$ cat config.mk
export PLATFORM = sky130hd
export DESIGN_NAME = fetch_unit_flat
export DESIGN_NICKNAME = d
export VERILOG_FILES = /design/src/rtl/fetch_unit_if.sv /design/src/rtl/fetch_unit.sv /design/src/flat_wrapper.sv
export SDC_FILE = /design/constraint.sdc
export NUM_CORES = 1
export LEC_CHECK = 0
export BUFFER_PORTS_ARGS = -buffer_cell sky130_fd_sc_hd__buf_4
export CAP_MARGIN = 5
export CORE_UTILIZATION = 47
export CTS_CLUSTER_SIZE = 28
export DETAILED_ROUTE_END_ITERATION = 8
export GPL_TIMING_DRIVEN = 0
export PLACE_DENSITY = 0.9
export SYNTH_ARGS = -nofsm -noshare
export SYNTH_HDL_FRONTEND = slang
export SYNTH_SLANG_ARGS = --single-unit
$ cat constraint.sdc
create_clock -name clk -period 2.34 [get_ports clk]
set_input_delay 0.234 -clock clk [delete_from_list [all_inputs] [get_ports clk]]
set_output_delay 0.234 -clock clk [all_outputs]
set_load 0.005 [all_outputs]
$ cat src/rtl/fetch_unit_if.sv
// Fetch-stage bundle: instruction-memory request/response, hazard controls
// and the values presented to the fetch-to-decode pipeline register.
interface fetch_unit_if;
  logic        stall_f;
  logic        redirect_e;
  logic [31:0] redirect_pc_e;
  logic        imem_req;
  logic [31:0] imem_addr;
  logic        imem_ready;
  logic        imem_rvalid;
  logic [31:0] imem_rdata;
  logic [31:0] pc_f;
  logic [31:0] pc_plus_4_f;
  logic [31:0] inst_f;
  logic        inst_valid_f;

  // Handshakes: a request transfers on a cycle where imem_req && imem_ready;
  // a response transfers on any cycle with imem_rvalid (no back-pressure),
  // and at most one request is outstanding; the pipeline register consumes
  // the fetched instruction on a cycle with inst_valid_f && !stall_f.
  modport master (
    input  stall_f, redirect_e, redirect_pc_e, imem_ready, imem_rvalid, imem_rdata,
    output imem_req, imem_addr, pc_f, pc_plus_4_f, inst_f, inst_valid_f
  );

  modport slave (
    output stall_f, redirect_e, redirect_pc_e, imem_ready, imem_rvalid, imem_rdata,
    input  imem_req, imem_addr, pc_f, pc_plus_4_f, inst_f, inst_valid_f
  );
endinterface

$ cat src/rtl/fetch_unit.sv
// RISC-V fetch stage: owns the PC, issues one instruction-memory request at a
// time and feeds the fetch/decode register, inserting NOPs when nothing is held.
module fetch_unit #(
  parameter logic [31:0] RESET_PC = 32'h0000_0000,
  parameter logic [31:0] NOP_INST = 32'h0000_0013
) (
  input  logic         clk,
  input  logic         reset,
  fetch_unit_if.master bus,
  output logic [1:0]   state_dbg
);

  typedef enum logic [1:0] {
    REQ  = 2'd0,
    WAIT = 2'd1,
    HOLD = 2'd2,
    DROP = 2'd3
  } state_t;

  state_t      state;
  logic [31:0] pc;
  logic [31:0] inst_buf;
  logic [31:0] target;
  logic        unused_ok;

  assign target    = {bus.redirect_pc_e[31:2], 2'b00};
  assign unused_ok = &{1'b0, bus.redirect_pc_e[1:0]};

  always_ff @(posedge clk or negedge reset) begin
    if (!reset) begin
      pc       <= RESET_PC;
      state    <= REQ;
      inst_buf <= NOP_INST;
    end else begin
      case (state)
        REQ: begin
          if (bus.redirect_e) begin
            pc <= target;
            // A request accepted alongside a redirect fetches the wrong PC.
            if (bus.imem_ready) state <= DROP;
          end else if (bus.imem_ready) begin
            state <= WAIT;
          end
        end
        WAIT: begin
          if (bus.redirect_e) begin
            pc    <= target;
            state <= bus.imem_rvalid ? REQ : DROP;
          end else if (bus.imem_rvalid) begin
            inst_buf <= bus.imem_rdata;
            state    <= HOLD;
          end
        end
        DROP: begin
          // The stale response always ends DROP; a concurrent redirect only moves pc.
          if (bus.redirect_e) pc <= target;
          if (bus.imem_rvalid) state <= REQ;
        end
        HOLD: begin
          if (bus.redirect_e) begin
            pc    <= target;
            state <= REQ;
          end else if (!bus.stall_f) begin
            pc    <= pc + 32'd4;
            state <= REQ;
          end
        end
        default: state <= REQ;
      endcase
    end
  end

  assign bus.imem_req     = (state == REQ);
  assign bus.imem_addr    = {pc[31:2], 2'b00};
  assign bus.pc_f         = pc;
  assign bus.pc_plus_4_f  = pc + 32'd4;
  assign bus.inst_f       = (state == HOLD) ? inst_buf : NOP_INST;
  assign bus.inst_valid_f = (state == HOLD);
  assign state_dbg        = state;

endmodule

$ cat src/flat_wrapper.sv
// flat-port wrapper written by rule: the top's interface ports become plain ports
module fetch_unit_flat 
#(
  parameter logic [31:0] RESET_PC = 32'h0000_0000,
  parameter logic [31:0] NOP_INST = 32'h0000_0013
)
  (clk, reset, state_dbg, bus_stall_f, bus_redirect_e, bus_redirect_pc_e, bus_imem_ready, bus_imem_rvalid, bus_imem_rdata, bus_imem_req, bus_imem_addr, bus_pc_f, bus_pc_plus_4_f, bus_inst_f, bus_inst_valid_f);
  fetch_unit_if bus_i ();
  input  logic clk;
  input  logic reset;
  output logic [1:0] state_dbg;
  input wire logic [$bits(bus_i.stall_f)-1:0] bus_stall_f;
  input wire logic [$bits(bus_i.redirect_e)-1:0] bus_redirect_e;
  input wire logic [$bits(bus_i.redirect_pc_e)-1:0] bus_redirect_pc_e;
  input wire logic [$bits(bus_i.imem_ready)-1:0] bus_imem_ready;
  input wire logic [$bits(bus_i.imem_rvalid)-1:0] bus_imem_rvalid;
  input wire logic [$bits(bus_i.imem_rdata)-1:0] bus_imem_rdata;
  output wire logic [$bits(bus_i.imem_req)-1:0] bus_imem_req;
  output wire logic [$bits(bus_i.imem_addr)-1:0] bus_imem_addr;
  output wire logic [$bits(bus_i.pc_f)-1:0] bus_pc_f;
  output wire logic [$bits(bus_i.pc_plus_4_f)-1:0] bus_pc_plus_4_f;
  output wire logic [$bits(bus_i.inst_f)-1:0] bus_inst_f;
  output wire logic [$bits(bus_i.inst_valid_f)-1:0] bus_inst_valid_f;
  assign bus_i.stall_f = bus_stall_f;
  assign bus_i.redirect_e = bus_redirect_e;
  assign bus_i.redirect_pc_e = bus_redirect_pc_e;
  assign bus_i.imem_ready = bus_imem_ready;
  assign bus_i.imem_rvalid = bus_imem_rvalid;
  assign bus_i.imem_rdata = bus_imem_rdata;
  assign bus_imem_req = bus_i.imem_req;
  assign bus_imem_addr = bus_i.imem_addr;
  assign bus_pc_f = bus_i.pc_f;
  assign bus_pc_plus_4_f = bus_i.pc_plus_4_f;
  assign bus_inst_f = bus_i.inst_f;
  assign bus_inst_valid_f = bus_i.inst_valid_f;
  fetch_unit #(.RESET_PC(RESET_PC), .NOP_INST(NOP_INST)) u_core (.clk(clk), .reset(reset), .bus(bus_i), .state_dbg(state_dbg));
endmodule
== Word-level counts from Yosys, hierarchy flattened ==
Cells that the tools add are included.
Cells by class
  reduce and logical (&&, ||, !) cells: 5
  add/subtract/negate cells: 1
  muxes and demuxes: 15
  bitwise operators: 1
  equality and inequality tests: 8
Operator list (count)
  $mux 32: 4
  $pmux 32 s2: 1
  $add 32x3->32 const B: 1
  $mux 2: 9
  $pmux 2 s4: 1
  $ne 3x3->1 const B: 2
  $eq 2x2->1 const B: 2
  $ne 2x2->1 const B: 2
  $reduce_and 4->1: 1
  $reduce_and 3->1: 1
  $reduce_or 3->1: 1
  $eq 2x1->1 const B: 1
  $logic_not 2->1: 1
  $ne 2x1->1 const B: 1
  $reduce_and 2->1: 1
  $not 1->1: 1
Word-level totals
  word-level logic and storage cells: 33
  bits in registers: 66
  output and inout port bits: 132
  bits of input ports: 70

== Longest topological paths before layout ==
Gate-level depths: netlist (run 1).
  word-level depth: 4
  mapped depth: 7
  mapped depth without buffers: 5

== Worst setup path before layout (run 1) ==
OpenSTA, ideal clock, no wires.
  path kind: register to output
  start: reg u_core.pc[10] (netlist: u_core.bus.pc_f[10])
  end: out bus_pc_plus_4_f[30]
  path slack: 414 ps
  path buffers: 2
  cell stages (with the launch flop): 7
  arrival time: 1692 ps
  required time: 2106 ps
  cells stage by stage: dfrtp_1 buf_2 nand4_2 or3_1 buf_6 nor4b_1 xnor2_1
On the way
  cells in the longest elaborated chain, start to end: 1
RTL lines
  from (decl): RTL line fetch_unit.sv:21  | logic [31:0] pc;
  from (signal assigned): RTL line fetch_unit.sv:38  | pc <= target;
  from (signal assigned): RTL line fetch_unit.sv:47  | pc <= target;
  from (signal assigned): RTL line fetch_unit.sv:56  | if (bus.redirect_e) pc <= target;
  $add 32x3->32: RTL line fetch_unit.sv:76  | assign bus.pc_plus_4_f = pc + 32'd4;
  to (decl): RTL line flat_wrapper.sv:21  | output wire logic [$bits(bus_i.pc_plus_4_f)-1:0] bus_pc_plus_4_f;
No other way between the ends.

== Worst setup path after layout (run 1) ==
  start: reg u_core.pc[5] (netlist: u_core.bus.pc_f[5])
  end: out bus_pc_plus_4_f[15]
Same word-level chain as after synthesis.

==> results of run 1 <==
==> metrics by stage <==
stage                     utilization (%)  setup slack [ns]  instances
after CTS                            72.9           -0.0149        764
after floorplan                         -             0.414        444
final                                76.1          -0.00886        787
after global placement               68.4          -0.00577        742
after detailed placement             68.4          -0.00259        742
after global routing                 76.1           -0.0569        787
==> registers in the layout, indices dropped and copies added, names as in the netlist <==
register,count
u_core.inst_buf,32
u_core.bus.pc_f,30
u_core.state_dbg,2
==> power by group <==
part	switching [W]	internal, W
Combinational	0.000794	0.00118
Clock	0.000439	0.000486
Sequential	0.000239	0.00147
Total	0.00147	0.00314
==> cells by family (layout without fill, tap and decap cells) <==
family          Yosys count  in the layout  synth area share [%]
simple gates            174            174                  24.1
buf+inv                  75            313                  10.8
flops                    64             64                  39.1
compound gates           52             52                  8.26
xor+xnor                 39             39                  8.32
mux                      33             33                  9.02
fa+ha+maj                 1              1                 0.305
other cells               1              6                0.0913
==> metal layers <==
metal | vias up | wire [um]
met1 | 1999 | 5180
met3 | 52 | 1020
met5 | - | 0
met2 | 250 | 6510
met4 | 0 | 400
li1 | 1984 | -
==> timing repair <==
action                     in CTS  in global routing
gates resized for setup        39                 24
cloned                          0                  1
setup buffers                   6                 24
setup endpoints to repair      18                 28
pin swaps                       6                  8
==> final cells by class <==
type                       instances  area, um2
buffer                            65        463
timing repair buffer             224       1680
clock inverter                     6       60.1
sequential                        64       1620
fill                             549       2000
inverter                           8       30.0
multi-input combinational        305       2230
clock buffer                      10        128
tap                              105        131
==> cells in the mapped netlist (4+ instances only) <==
| cell | number | share of area [%] |
|---|---|---|
| dfrtp_1 | 61 | 37 |
| buf_4 | 37 | 6.8 |
| and2_1 | 32 | 4.9 |
| mux2_2 | 32 | 8.8 |
| nor2_1 | 31 | 2.8 |
| nand2_1 | 29 | 2.7 |
| xnor2_1 | 25 | 5.3 |
| a31oi_1 | 19 | 2.9 |
| clkbuf_1 | 15 | 1.4 |
| o21ai_0 | 15 | 1.8 |
| xor2_1 | 14 | 3.0 |
| nand4_1 | 13 | 2.0 |
| buf_2 | 12 | 1.5 |
| nand3_1 | 9 | 1.1 |
| inv_1 | 8 | 0.73 |
| nor3_1 | 8 | 0.98 |
| nor4_1 | 7 | 1.1 |
| o31ai_1 | 7 | 1.3 |
| and4_1 | 6 | 1.3 |
| o41ai_1 | 6 | 1.3 |
| or4_1 | 6 | 1.1 |
| and3_1 | 5 | 0.76 |
| nand2b_1 | 5 | 0.76 |
| nand4b_1 | 4 | 0.85 |
| or3_1 | 4 | 0.61 |
==> worst min-delay path by stage <==
stage | startpoint | endpoint | cells past startpoint
2_1_floorplan | reset | u_core.bus.pc_f[10] | 0
3_3_place_gp | reset | u_core.bus.pc_f[26] | 1
3_5_place_dp | reset | u_core.bus.pc_f[28] | 1
4_1_cts | reset | u_core.bus.pc_f[28] | 1
5_1_grt | reset | u_core.bus.pc_f[23] | 1
6_report | reset | u_core.bus.pc_f[28] | 1
==> metrics.txt, run 1 <==
Die Area=9110 um2; H-tree depth=3; setup TNS=-0.00886 ns; total track usage=27.6%; Slew Limit Headroom=46.0%; share of the yosys chip area belonging to registers=39.1%; I/O Buffers=193; drt pass-1 iters=7; Worst-path clk slew=0.08 ns; die width=95.5 um; CP bufs+invs=3; status=complete, but fails checks; Pleak=2.95 nW; max-cap violations=0; #FFs+latches synth=64; Final Instance Area=6340 um2; worst stage delay on the critical path=0.46 ns; drt total wl=13.1 mm; Hold Path Class=input port to asynchronous set/reset pin; Async SR Flop Fraction=100%; DR vias/cell=5.44; EDFF count, synth=0; Worst Reg-to-Reg Cells=5; Die Y=95.5 um; met1 usage=33.9%; maximum VDD drop=0.348 mV; Final Critical Period=2.35 ns; share of cells above drive strength 1=54.1%; Crit path arrival time=2.11 ns; FF-to-FF End=u_core.bus.pc_f[31]; Setup CP Type=register to output port; Mean Syn Cell Area=9.35 um2; CP Cell Sequence=and4_1 -> buf_4 -> nand4_1 -> buf_4 -> xnor2_1 -> buf_4; vias in the first global route=3843; unrepaired setup endpoints after global routing=yes; area post-placement=5710 um2; final hold viol count=26; most common cell after layout, fill and taps aside=buf_4; Critical path destination=bus_pc_plus_4_f[15]; Ys Warns=0; routed len/inst=16.7 um; worst skew pair latency=0.35 ns; grt ovf=0; met2 usage=47.3%; CTS Buf Count=9; Final Skew=0.0102 ns; Post-Syn Instances=439; Area Overhead vs Synth=54.5%; gr busiest metal=met2; first-pass GRT wire length=19.2 mm; CTS Hold Bufs=0; Max FO, Critical Path=8; Max Fclk=426 MHz; final worst-path cycle share=100%; most frequent cells in the layout=buf_4, dfrtp_1, and2_1, mux2_2, nor2_1; via count=4285; largest net degree at the start of global routing=65; final slew viol count=0; CP max stage cell=dfrtp_2; Crit path max-delay family=buffers and inverters; num rows=33; Detailed Place HPWL=9.31 mm; r2r startpoint=u_core.bus.pc_f[5]; drt initial violations=292; antenna violations before repair=0; core box area=8340 um2; GP Congestion=0.873; worst slew pin tran=0.809 ns; # DRC=0; met3 Use GR=4.86%; CTS root buf=clkbuf_8; Main synth FF type=dfrtp_1; antenna-violating nets left=0; CP Data Required Time=2.11 ns; Worst R2R Setup Slack=0 ns; worst hold slack=-0.0473 ns; startpoint types=register; violated checks=negative hold slack, negative setup slack; CP Depth=6; Most common cell on crit path=buf_4; worst setup path start=u_core.bus.pc_f[5]; power per cell area=726 nW/um2; Max clock buf depth=2; Starting Density=49.2%; Top Ports=202; CTS Sinks=64; post-route setup slack=-0.00886 ns; distinct cell type count after synthesis=46; ANT cells=0; synthesized area=4110 um2; Finish-stage setup viols=1; Layout Nets=748; Pwr Total=0.00461 W; CTS tree=yes; Setup crit end kind=output port
No activity file was read; power rests on OpenSTA's default activity.
==> run 2: changes to the inputs <==
==> constraint.sdc (replaced) <==
create_clock -name clk -period 2.3 [get_ports clk]
set_input_delay 0.23 -clock clk [delete_from_list [all_inputs] [get_ports clk]]
set_output_delay 0.23 -clock clk [all_outputs]
set_load 0.005 [all_outputs]
==> metrics.txt, run 2 (synthesis gave the netlist of run 1 again) <==
Worst R2R Setup Slack=-0.06 ns (was 0 ns); final hold viol count=21 (was 26); CTS Buf Count=9 (unchanged); antenna-violating nets left=0 (unchanged); drt total wl=13.8 mm (was 13.1 mm); maximum VDD drop=0.349 mV (was 0.348 mV); post-route setup slack=-0.0632 ns (was -0.00886 ns); Max Fclk=423 MHz; Starting Density=49.2% (unchanged); status=complete, but fails checks (unchanged); worst hold slack=-0.0338 ns (was -0.0473 ns); fillcell total=530 (was 549); # DRC=0 (unchanged); CTS tree=yes (unchanged); Area Overhead vs Synth=57.8% (was 54.5%); Finish-stage setup viols=3 (was 1); worst skew pair latency=0.35 ns (about the same); I/O Buffers=193 (unchanged); area of the multi-input gates=2240 um2 (was 2230 um2); Core Util, Final=77.7% (was 76.1%); Reg power frac=36.6% (was 37.2%); CTS Sinks=64 (unchanged); Die Y=95.5 um (unchanged); Worst Reg-to-Reg Cells=9 (was 5); final slew viol count=0 (unchanged); Setup CP Type=register to register (was register to output port); FF-to-FF End=u_core.bus.pc_f[25] (was u_core.bus.pc_f[31]); max-cap violations=0 (unchanged); area post-placement=5710 um2 (unchanged); share of cells above drive strength 1=55.6% (was 54.1%); unrepaired setup endpoints after global routing=yes (unchanged); Internal Pwr Total=0.00322 W (was 0.00314 W); drt pass-1 iters=5 (was 7); drt initial violations=357 (was 292); violated checks=negative hold slack, negative setup slack (unchanged); vias in the first global route=3971 (was 3843); Top reg by flops=u_core.inst_buf (unchanged); Max clock buf depth=2 (unchanged); flip-flop and latch area=1620 um2 (about the same); worst slew pin tran=0.818 ns (was 0.809 ns); Slew Limit Headroom=45.5% (was 46.0%); CTS root buf=clkbuf_8 (unchanged); Switch Pwr=0.00154 W (was 0.00147 W); Layout Nets=762 (was 748); Final Instance Area=6480 um2 (was 6340 um2); Detailed Place HPWL=9.31 mm (unchanged); r2r startpoint=u_core.bus.pc_f[18] (was u_core.bus.pc_f[5]); H-tree depth=3 (unchanged); Die Area=9110 um2 (unchanged); Worst-path clk slew=0.07 ns (was 0.08 ns); Critical path destination=u_core.bus.pc_f[25] (was bus_pc_plus_4_f[15]); max reg flops=32 (unchanged); largest net degree at the start of global routing=65 (unchanged); num rows=33 (unchanged); die width=95.5 um (unchanged); DR vias/cell=5.51 (was 5.44); routed len/inst=17.3 um (was 16.7 um); sw frac=32.4% (was 32.0%); setup TNS=-0.0899 ns (was -0.00886 ns); grt ovf=0 (unchanged); Pleak=3.02 nW (was 2.95 nW); most frequent cells in the layout=buf_4, dfrtp_1, and2_1, mux2_2, nor2_1 (unchanged); clock power share=20.0% (was 20.1%); Comb power frac=43.4% (was 42.7%); Hold Path Class=input port to asynchronous set/reset pin (unchanged); power per cell area=734 nW/um2 (was 726 nW/um2); via count=4414 (was 4285); most common cell after layout, fill and taps aside=buf_4 (unchanged); Max FO, Critical Path=9 (was 8); antenna violations before repair=0 (unchanged); Final Skew=0.0124 ns (was 0.0102 ns); Top Ports=202 (unchanged); final worst-path cycle share=103%; worst setup path start=u_core.bus.pc_f[18] (was u_core.bus.pc_f[5]); startpoint types=register (unchanged); Setup crit end kind=register (was output port); first-pass GRT wire length=19.7 mm (was 19.2 mm); total track usage=28.4% (was 27.6%); Crit path arrival time=2.62 ns (was 2.11 ns); Final Critical Period=2.36 ns; ANT cells=0 (unchanged); core box area=8340 um2 (unchanged); GP Congestion=0.873 (unchanged); CP Data Required Time=2.56 ns (was 2.11 ns)
==> run 2: cell types whose count changed in the layout (fill, tap and decap cells not counted), sizes merged <==
cell,delta
buf,+14
==> run 2: repair_timing <==
action | 4_1_cts | 5_1_grt
pin swaps | 5 | 18
gates cloned | 1 | 0
setup buffers | 13 | 32
hold buffers | 0 | 0
setup endpoints to repair | 20 | 47
gates resized for setup | 46 | 26
==> run 2: cell type report <==
type	instances	share of cell area, %
Multi-Input combinational cell	305	34.6
Timing Repair Buffer	239	27.7
Sequential cell	64	25.1
Buffer	64	7.20
Tap cell	105	2.03
Clock buffer	10	1.97
Clock inverter	6	0.927
Inverter	8	0.463
==> run 2: per-stage QoR <==
step / total power, W / worst slack (ns) / hold WS (ns) / cells
after global placement: 0.00356 / -0.0418 / 0.359 / 742
after floorplan: 0.00266 / 0.378 / -0.0656 / 444
after CTS: 0.00464 / -0.0154 / 0.00552 / 772
after detailed placement: 0.00366 / -0.0386 / 0.369 / 742
final: 0.00476 / -0.0632 / -0.0338 / 801
after global routing: 0.00505 / -0.131 / 0.0257 / 801
==> run 2: how the worst min path moves through the flow <==
stage	from	endpoint	cells after the start	slack, ns
finish	reset	u_core.bus.pc_f[28]	1	-0.03
global route	reset	u_core.bus.pc_f[28]	1	0.03
CTS	reset	u_core.bus.pc_f[28]	1	0.006
detailed placement	reset	u_core.bus.pc_f[28]	1	0.37
global placement	reset	u_core.bus.pc_f[26]	1	0.36
floorplan	reset	u_core.bus.pc_f[10]	0	-0.07
==> run 2: metal layers <==
layer	up-vias	wire [um]	global-route usage, %
met1	2075	5200	34.8
met2	278	6950	49.3
met5	-	0	0
met3	52	1200	4.70
met4	0	493	12.1
li1	2009	-	-
==> run 2: power by group through the flow <==
stage	registers, W	clock network, W	logic [W]
final	0.00174	0.000951	0.00206
after global routing	0.00179	0.00101	0.00225
after CTS	0.00174	0.000950	0.00195
after detailed placement	0.00176	0	0.00190
after global placement	0.00172	0	0.00184
after floorplan	0.00168	0	0.000978
==> run 2: worst max-delay path, stage by stage, from the launching register on <==
cell,delay (ns)
dfrtp_1,0.37
buf_6,0.14
and4_4,0.27
nand4_1,0.18
buf_4,0.19
buf_4,0.12
buf_4,0.12
clkbuf_4,0.16
or4_1,0.52
a31oi_1,0.21
